**config.mk**
```make
export PLATFORM = sky130hd
export DESIGN_NAME = cfg_bitstream_loader_flat
export DESIGN_NICKNAME = d
export VERILOG_FILES = /design/src/rtl/cfg_bitstream_loader_if.sv /design/src/rtl/cfg_bitstream_loader.sv /design/src/flat_wrapper.sv
export SDC_FILE = /design/constraint.sdc
export NUM_CORES = 1
export LEC_CHECK = 0
export BUFFER_PORTS_ARGS = -buffer_cell sky130_fd_sc_hd__clkbuf_2
export CORE_UTILIZATION = 60
export DETAILED_ROUTE_END_ITERATION = 10
export GPL_ROUTABILITY_DRIVEN = 0
export PLACE_DENSITY = 0.85
export SETUP_SLACK_MARGIN = 0.05
export SYNTH_ARGS = -nofsm -noshare
export SYNTH_HDL_FRONTEND = slang
export SYNTH_SLANG_ARGS = --single-unit
```
**constraint.sdc**
```tcl
create_clock -name config_clk -period 3 [get_ports config_clk]
set_clock_uncertainty 0.05 [all_clocks]
set_input_delay 0.6 -clock config_clk [delete_from_list [all_inputs] [get_ports config_clk]]
set_output_delay 0.6 -clock config_clk [all_outputs]
set_load 0.005 [all_outputs]
```
**src/rtl/cfg_bitstream_loader_if.sv**
```systemverilog
// cfg_bitstream_loader_if: valid/ready byte stream carrying the configuration bitstream
interface cfg_bitstream_loader_if;
  logic [7:0] s_data;
  logic       s_valid;
  logic       s_ready;
  modport master (output s_data, s_valid, input s_ready);
  modport slave (input s_data, s_valid, output s_ready);
endinterface

```
**src/rtl/cfg_bitstream_loader.sv**
```systemverilog
// cfg_bitstream_loader: checks a framed byte bitstream and serialises each frame into the
// frame data register, then strobes the row and advances the frame-strobe counter
module cfg_bitstream_loader #(
  parameter int          FRAME_BITS = 192,
  parameter int          MAX_FRAMES = 288,
  parameter logic [15:0] SYNC_WORD  = 16'hA55A
) (
  input  logic                         config_clk,
  input  logic                         config_rst_n,
  cfg_bitstream_loader_if.slave        s,
  input  logic                         abort,
  output logic                         fd_shift,
  output logic                         fd_data,
  output logic                         rs_reset,
  output logic                         rs_incr,
  output logic                         rs_strobe,
  output logic                         busy,
  output logic                         done,
  output logic                         error,
  output logic [8:0]                   frames_loaded
);
  localparam int BYTES = FRAME_BITS / 8;
  localparam int BW = $clog2(BYTES + 1);
  typedef enum logic [3:0] {
    IDLE, SYNC1, LEN_HI, LEN_LO, CLR, LOAD, SHIFT, STROBE, INCR, CHECK, DONE, ERROR
  } state_t;
  state_t state_q, state_d;
  logic [7:0] sr_q, sr_d, csum_q, csum_d;
  logic [15:0] n_q, n_d, n_new, fl_next;
  logic [BW-1:0] byte_q, byte_d;
  logic [2:0] bit_q, bit_d;
  logic [8:0] fl_q, fl_d;
  logic done_q, done_d, err_q, err_d;
  logic fd_shift_q, fd_data_q, rs_reset_q, rs_incr_q, rs_strobe_q;
  logic acc, sync_hi, sync_lo, len_bad;
  assign s.s_ready = !(state_q inside {CLR, SHIFT, STROBE, INCR});
  assign busy = !(state_q inside {IDLE, DONE, ERROR});
  assign acc = s.s_valid & s.s_ready;
  assign sync_hi = s.s_data == SYNC_WORD[15:8];
  assign sync_lo = s.s_data == SYNC_WORD[7:0];
  assign n_new = {n_q[15:8], s.s_data};
  assign len_bad = (n_new == 16'd0) || (n_new > 16'(MAX_FRAMES));
  assign fl_next = {7'd0, fl_q} + 16'd1;
  assign fd_shift = fd_shift_q;
  assign fd_data = fd_data_q;
  assign rs_reset = rs_reset_q;
  assign rs_incr = rs_incr_q;
  assign rs_strobe = rs_strobe_q;
  assign done = done_q;
  assign error = err_q;
  assign frames_loaded = fl_q;
  always_comb begin
    state_d = state_q;
    sr_d = sr_q;
    csum_d = csum_q;
    n_d = n_q;
    byte_d = byte_q;
    bit_d = bit_q;
    fl_d = fl_q;
    done_d = done_q;
    err_d = err_q;
    case (state_q)
      IDLE, DONE, ERROR: if (acc && sync_hi) begin
        state_d = SYNC1;
        if (state_q != IDLE) begin
          done_d = 1'b0;
          err_d = 1'b0;
        end
      end
      SYNC1: if (acc) state_d = sync_lo ? LEN_HI : sync_hi ? SYNC1 : IDLE;
      LEN_HI: if (acc) begin
        n_d[15:8] = s.s_data;
        state_d = LEN_LO;
      end
      LEN_LO: if (acc) begin
        n_d[7:0] = s.s_data;
        state_d = len_bad ? ERROR : CLR;
        err_d = err_q | len_bad;
      end
      CLR: begin
        csum_d = '0;
        fl_d = '0;
        byte_d = '0;
        state_d = LOAD;
      end
      LOAD: if (acc) begin
        sr_d = s.s_data;
        csum_d = csum_q ^ s.s_data;
        byte_d = (byte_q == BW'(BYTES - 1)) ? '0 : byte_q + 1'b1;
        bit_d = '0;
        state_d = SHIFT;
      end
      // byte counter wraps to 0 on the frame's last byte, which selects the strobe
      SHIFT: begin
        bit_d = bit_q + 3'd1;
        if (bit_q == 3'd7) state_d = (byte_q == '0) ? STROBE : LOAD;
      end
      STROBE: state_d = INCR;
      INCR: begin
        fl_d = fl_q + 9'd1;
        state_d = (fl_next == n_q) ? CHECK : LOAD;
      end
      CHECK: if (acc) begin
        state_d = (s.s_data == csum_q) ? DONE : ERROR;
        done_d = s.s_data == csum_q;
        err_d = s.s_data != csum_q;
      end
      default: state_d = IDLE;
    endcase
    if (abort) begin
      state_d = IDLE;
      fl_d = fl_q;
      done_d = done_q;
      err_d = err_q;
    end
  end
  // strobe/shift outputs are registered decodes of the next state
  always_ff @(posedge config_clk) begin
    if (!config_rst_n) begin
      state_q <= IDLE;
      sr_q <= '0;
      csum_q <= '0;
      n_q <= '0;
      byte_q <= '0;
      bit_q <= '0;
      fl_q <= '0;
      done_q <= 1'b0;
      err_q <= 1'b0;
      fd_shift_q <= 1'b0;
      fd_data_q <= 1'b0;
      rs_reset_q <= 1'b0;
      rs_incr_q <= 1'b0;
      rs_strobe_q <= 1'b0;
    end else begin
      state_q <= state_d;
      sr_q <= sr_d;
      csum_q <= csum_d;
      n_q <= n_d;
      byte_q <= byte_d;
      bit_q <= bit_d;
      fl_q <= fl_d;
      done_q <= done_d;
      err_q <= err_d;
      fd_shift_q <= state_d == SHIFT;
      fd_data_q <= (state_d == SHIFT) && (state_q == LOAD ? s.s_data[0] : sr_q[bit_d]);
      rs_reset_q <= state_d == CLR;
      rs_incr_q <= state_d == INCR;
      rs_strobe_q <= state_d == STROBE;
    end
  end
endmodule

```
**src/flat_wrapper.sv**
```systemverilog
// flat-port wrapper written by rule: the top's interface ports become plain ports
module cfg_bitstream_loader_flat 
#(
  parameter int          FRAME_BITS = 192,
  parameter int          MAX_FRAMES = 288,
  parameter logic [15:0] SYNC_WORD  = 16'hA55A
)
  (config_clk, config_rst_n, abort, fd_shift, fd_data, rs_reset, rs_incr, rs_strobe, busy, done, error, frames_loaded, s_s_data, s_s_valid, s_s_ready);
  cfg_bitstream_loader_if s_i ();
  input  logic config_clk;
  input  logic config_rst_n;
  input  logic abort;
  output logic fd_shift;
  output logic fd_data;
  output logic rs_reset;
  output logic rs_incr;
  output logic rs_strobe;
  output logic busy;
  output logic done;
  output logic error;
  output logic [8:0] frames_loaded;
  input wire logic [$bits(s_i.s_data)-1:0] s_s_data;
  input wire logic [$bits(s_i.s_valid)-1:0] s_s_valid;
  output wire logic [$bits(s_i.s_ready)-1:0] s_s_ready;
  assign s_i.s_data = s_s_data;
  assign s_i.s_valid = s_s_valid;
  assign s_s_ready = s_i.s_ready;
  cfg_bitstream_loader #(.FRAME_BITS(FRAME_BITS), .MAX_FRAMES(MAX_FRAMES), .SYNC_WORD(SYNC_WORD)) u_core (.config_clk(config_clk), .config_rst_n(config_rst_n), .s(s_i), .abort(abort), .fd_shift(fd_shift), .fd_data(fd_data), .rs_reset(rs_reset), .rs_incr(rs_incr), .rs_strobe(rs_strobe), .busy(busy), .done(done), .error(error), .frames_loaded(frames_loaded));
endmodule
```
==> results.toml <==
[status]
outcome = "complete, but fails checks"
violations = "DRC"

[yosys]
synth_top_area_cell = "dfxtp_1"
synth_area_leaders = "dfxtp_1 (33%), mux2i_1 (6.6%), nor2b_1 (5.2%)"
async_flop_share_pct = 0
synth_edf_count = 0
syn-num-nets = 463
synth_top_area_share_pct = 33.0
synth_area_per_cell_um2 = 8.17
syn_inst = 446
synth_area_um2 = 3640
synth-seq-cells = 60
ys_warn_count = 0
synth_cell_types = 73
seq_area_frac_synth_pct = 33.0
ys.flop_type = "dfxtp_1"

[final_layout]
finish.utilization_pct = 67.6
drive_above_1_share_pct = 13.9
area_delta_synth_final_pct = 9.20
nFillCells = 500
nNetsFinal = 480
antenna_cells = 0

[routing]
drcViolationCount = 1
via_per_inst = 6.07
wirelength_um = 8640
drtAntennaViolNets = 0
dr.pass1.iters = 9
wire_per_inst_um = 15.9
vias = 3291
drtIter0Drc = 367

[critical_path]
crit_required_ns = 2.35
crit_slowest_cell = "dfxtp_1"
crit_cells = 5
rr_worst_depth = 8
cpPeakStageDelay_ns = 0.65
arrival_ns = 2.01
reg2reg_setup_slack_ns = 0.49
reg2reg_from = "u_core.frames_loaded[0]$_SDFFE_PN0P_"
crit_path_end_kind = "output port"
path_buf_inv = 1
cp_top_family = "simple AND/OR/NAND/NOR gates"
crit_path_cell_trace = "nor2b_1 > nor2_1 > nor2_1 > nor2_1 > clkbuf_2"
path_common_cell = "nor2_1"
start_kind = "flop"
critPathLaunch = "u_core.state_q[2]$_SDFF_PN0_"
cp_max_fo = 16
path_class = "flop to output port"

[grt]
grt_max_degree = 52
overflow = 0
grt_pass1_vias = 3089
antenna_found_initial = 0
grt_pass1_wl_um = 14500
grtUsageTotal_pct = 29.4

[clock_network]
cts-htree-levels = 3
worstSkewPairLatency_ns = 0.36
clkSinkCount = 60
cts_setup_buffers = 0
tritoncts = "built"
clockBufferDepth = 2
post_cts_resized = 0
cts.clk_slew.worst_paths_ns = 0.07
clockRootBuffer = "clkbuf_8"
hold_buffers = 0
cts-buffers-inserted = 9

[placement]
pre_cts_slack_ns = 0.491
io_buffers = 29
hpwl_um = 6160

[timing]
finalSetupViolCount = 0
slew_headroom_pct = 58.2
hold_viol = 0
maxSlewViolCount = 0
tightestPinTransition_ns = 0.626
setup-tns-final_ns = 0
rsz0062_at_grt = "false"
postLayoutSetupSlackWorst_ns = 0.337
min_period_ns = 2.66
fin_hold_ws_ns = 0.417
fmax_mhz = 376
period_share_pct = 88.8

[floorplanning]
die_area_um2 = 6390
start_util_pct = 61.9
die_y_um = 79.9
fp-row-count = 28
ios = 30
core_area_um2 = 5890
die_x_um = 79.9

[power_and_ir_drop]
p_per_area_nw_per_um2 = 414
leakage_uw = 0.00161
ir_drop_uv = 277
power.total_uw = 1650

[worst_hold_path]
hold_depth = 2
hold_class = "flop to flop"
min_from = "u_core.sr_q[0]$_SDFFE_PN0P_"

[job]
cap_violations = 0
synthesized netlist by cell type (4+ instances only):
| master | number |
|---|---|
| nor2b_1 | 30 |
| dfxtp_1 | 60 |
| inv_1 | 9 |
| nor2_1 | 39 |
| a21oi_1 | 15 |
| buf_4 | 4 |
| mux2i_1 | 24 |
| and2_1 | 19 |
| clkbuf_1 | 11 |
| nand3_1 | 15 |
| nand2_1 | 43 |
| ha_1 | 5 |
| xor2_1 | 9 |
| o21ai_0 | 31 |
| nor3_1 | 9 |
| nor4_1 | 7 |
| xnor2_1 | 6 |
| a21boi_0 | 11 |
| nand4_1 | 4 |
| and3_1 | 8 |
| buf_2 | 9 |
through the flow:
| step | instance area, um2 | std cells |
|---|---|---|
| floorplan | 3640 | 446 |
| global placement | 3760 | 527 |
| detailed placement | 3760 | 527 |
| CTS | 3980 | 542 |
| global route | 3980 | 542 |
| finish | 3980 | 542 |
final cells by class:
cell class                      instances  area [um2]  area share [%]
Multi-Input combinational cell        347        2250            56.4
Clock inverter                          6        90.1            2.26
Inverter                               11        41.3            1.04
Timing Repair Buffer                   34         183            4.59
Clock buffer                            9         124            3.11
Tap cell                               75        93.8            2.36
Sequential cell                        60        1200            30.2
where the power goes:
group          switching, uW  internal, uW  total [uW]
logic                   33.3          19.2        52.5
clock network            336           463         799
registers             0.0698           796         796
metal layers:
metal | global-route usage, % | vias up | share of wire [%]
li1 | - | 1624 | -
met1 | 39.2 | 1505 | 45
met2 | 45.3 | 134 | 46
met3 | 6.17 | 28 | 6.7
met4 | 13.4 | 0 | 2.3
met5 | 0 | - | 0
layout by cell type (no fill, tap or decap), types with 11 or more instances in the layout:
cell / synthesis / layout
a21boi_0: 11 / 11
a21oi_1: 15 / 15
and2_1: 19 / 19
clkbuf_2: 1 / 29
dfxtp_1: 60 / 60
mux2i_1: 24 / 24
nand2_1: 43 / 43
nand3_1: 15 / 15
nor2_1: 39 / 39
nor2b_1: 30 / 30
o21ai_0: 31 / 31
cells by family after synthesis:
group	count (synthesis)	synth area share, %
simple gates	205	31.1
buf+inv	39	5.39
compound gates	98	18.6
mux	24	6.59
flops	60	33.0
xor+xnor	15	3.61
fa+ha+maj	5	1.72
registers in the layout, indices dropped and copies added (netlist names), 3 cells and up:
name,count
u_core.byte_q,5
u_core.sr_q,8
u_core.bit_q,3
u_core.csum_q,8
u_core.n_q,16
u_core.state_q,4
u_core.frames_loaded,9
final timing paths:
path / end
max: s_s_ready
min: u_core.sr_q[0]$_SDFFE_PN0P_
max reg2reg: u_core.fd_data$_SDFF_PN0_
min reg2reg: u_core.sr_q[0]$_SDFFE_PN0P_
tightest hold or removal path: stages (launching register included):
cell      delay (ns)
dfxtp_1         0.31
nand2_1         0.05
a21boi_0        0.06
Power figures use the tool's default switching activity.
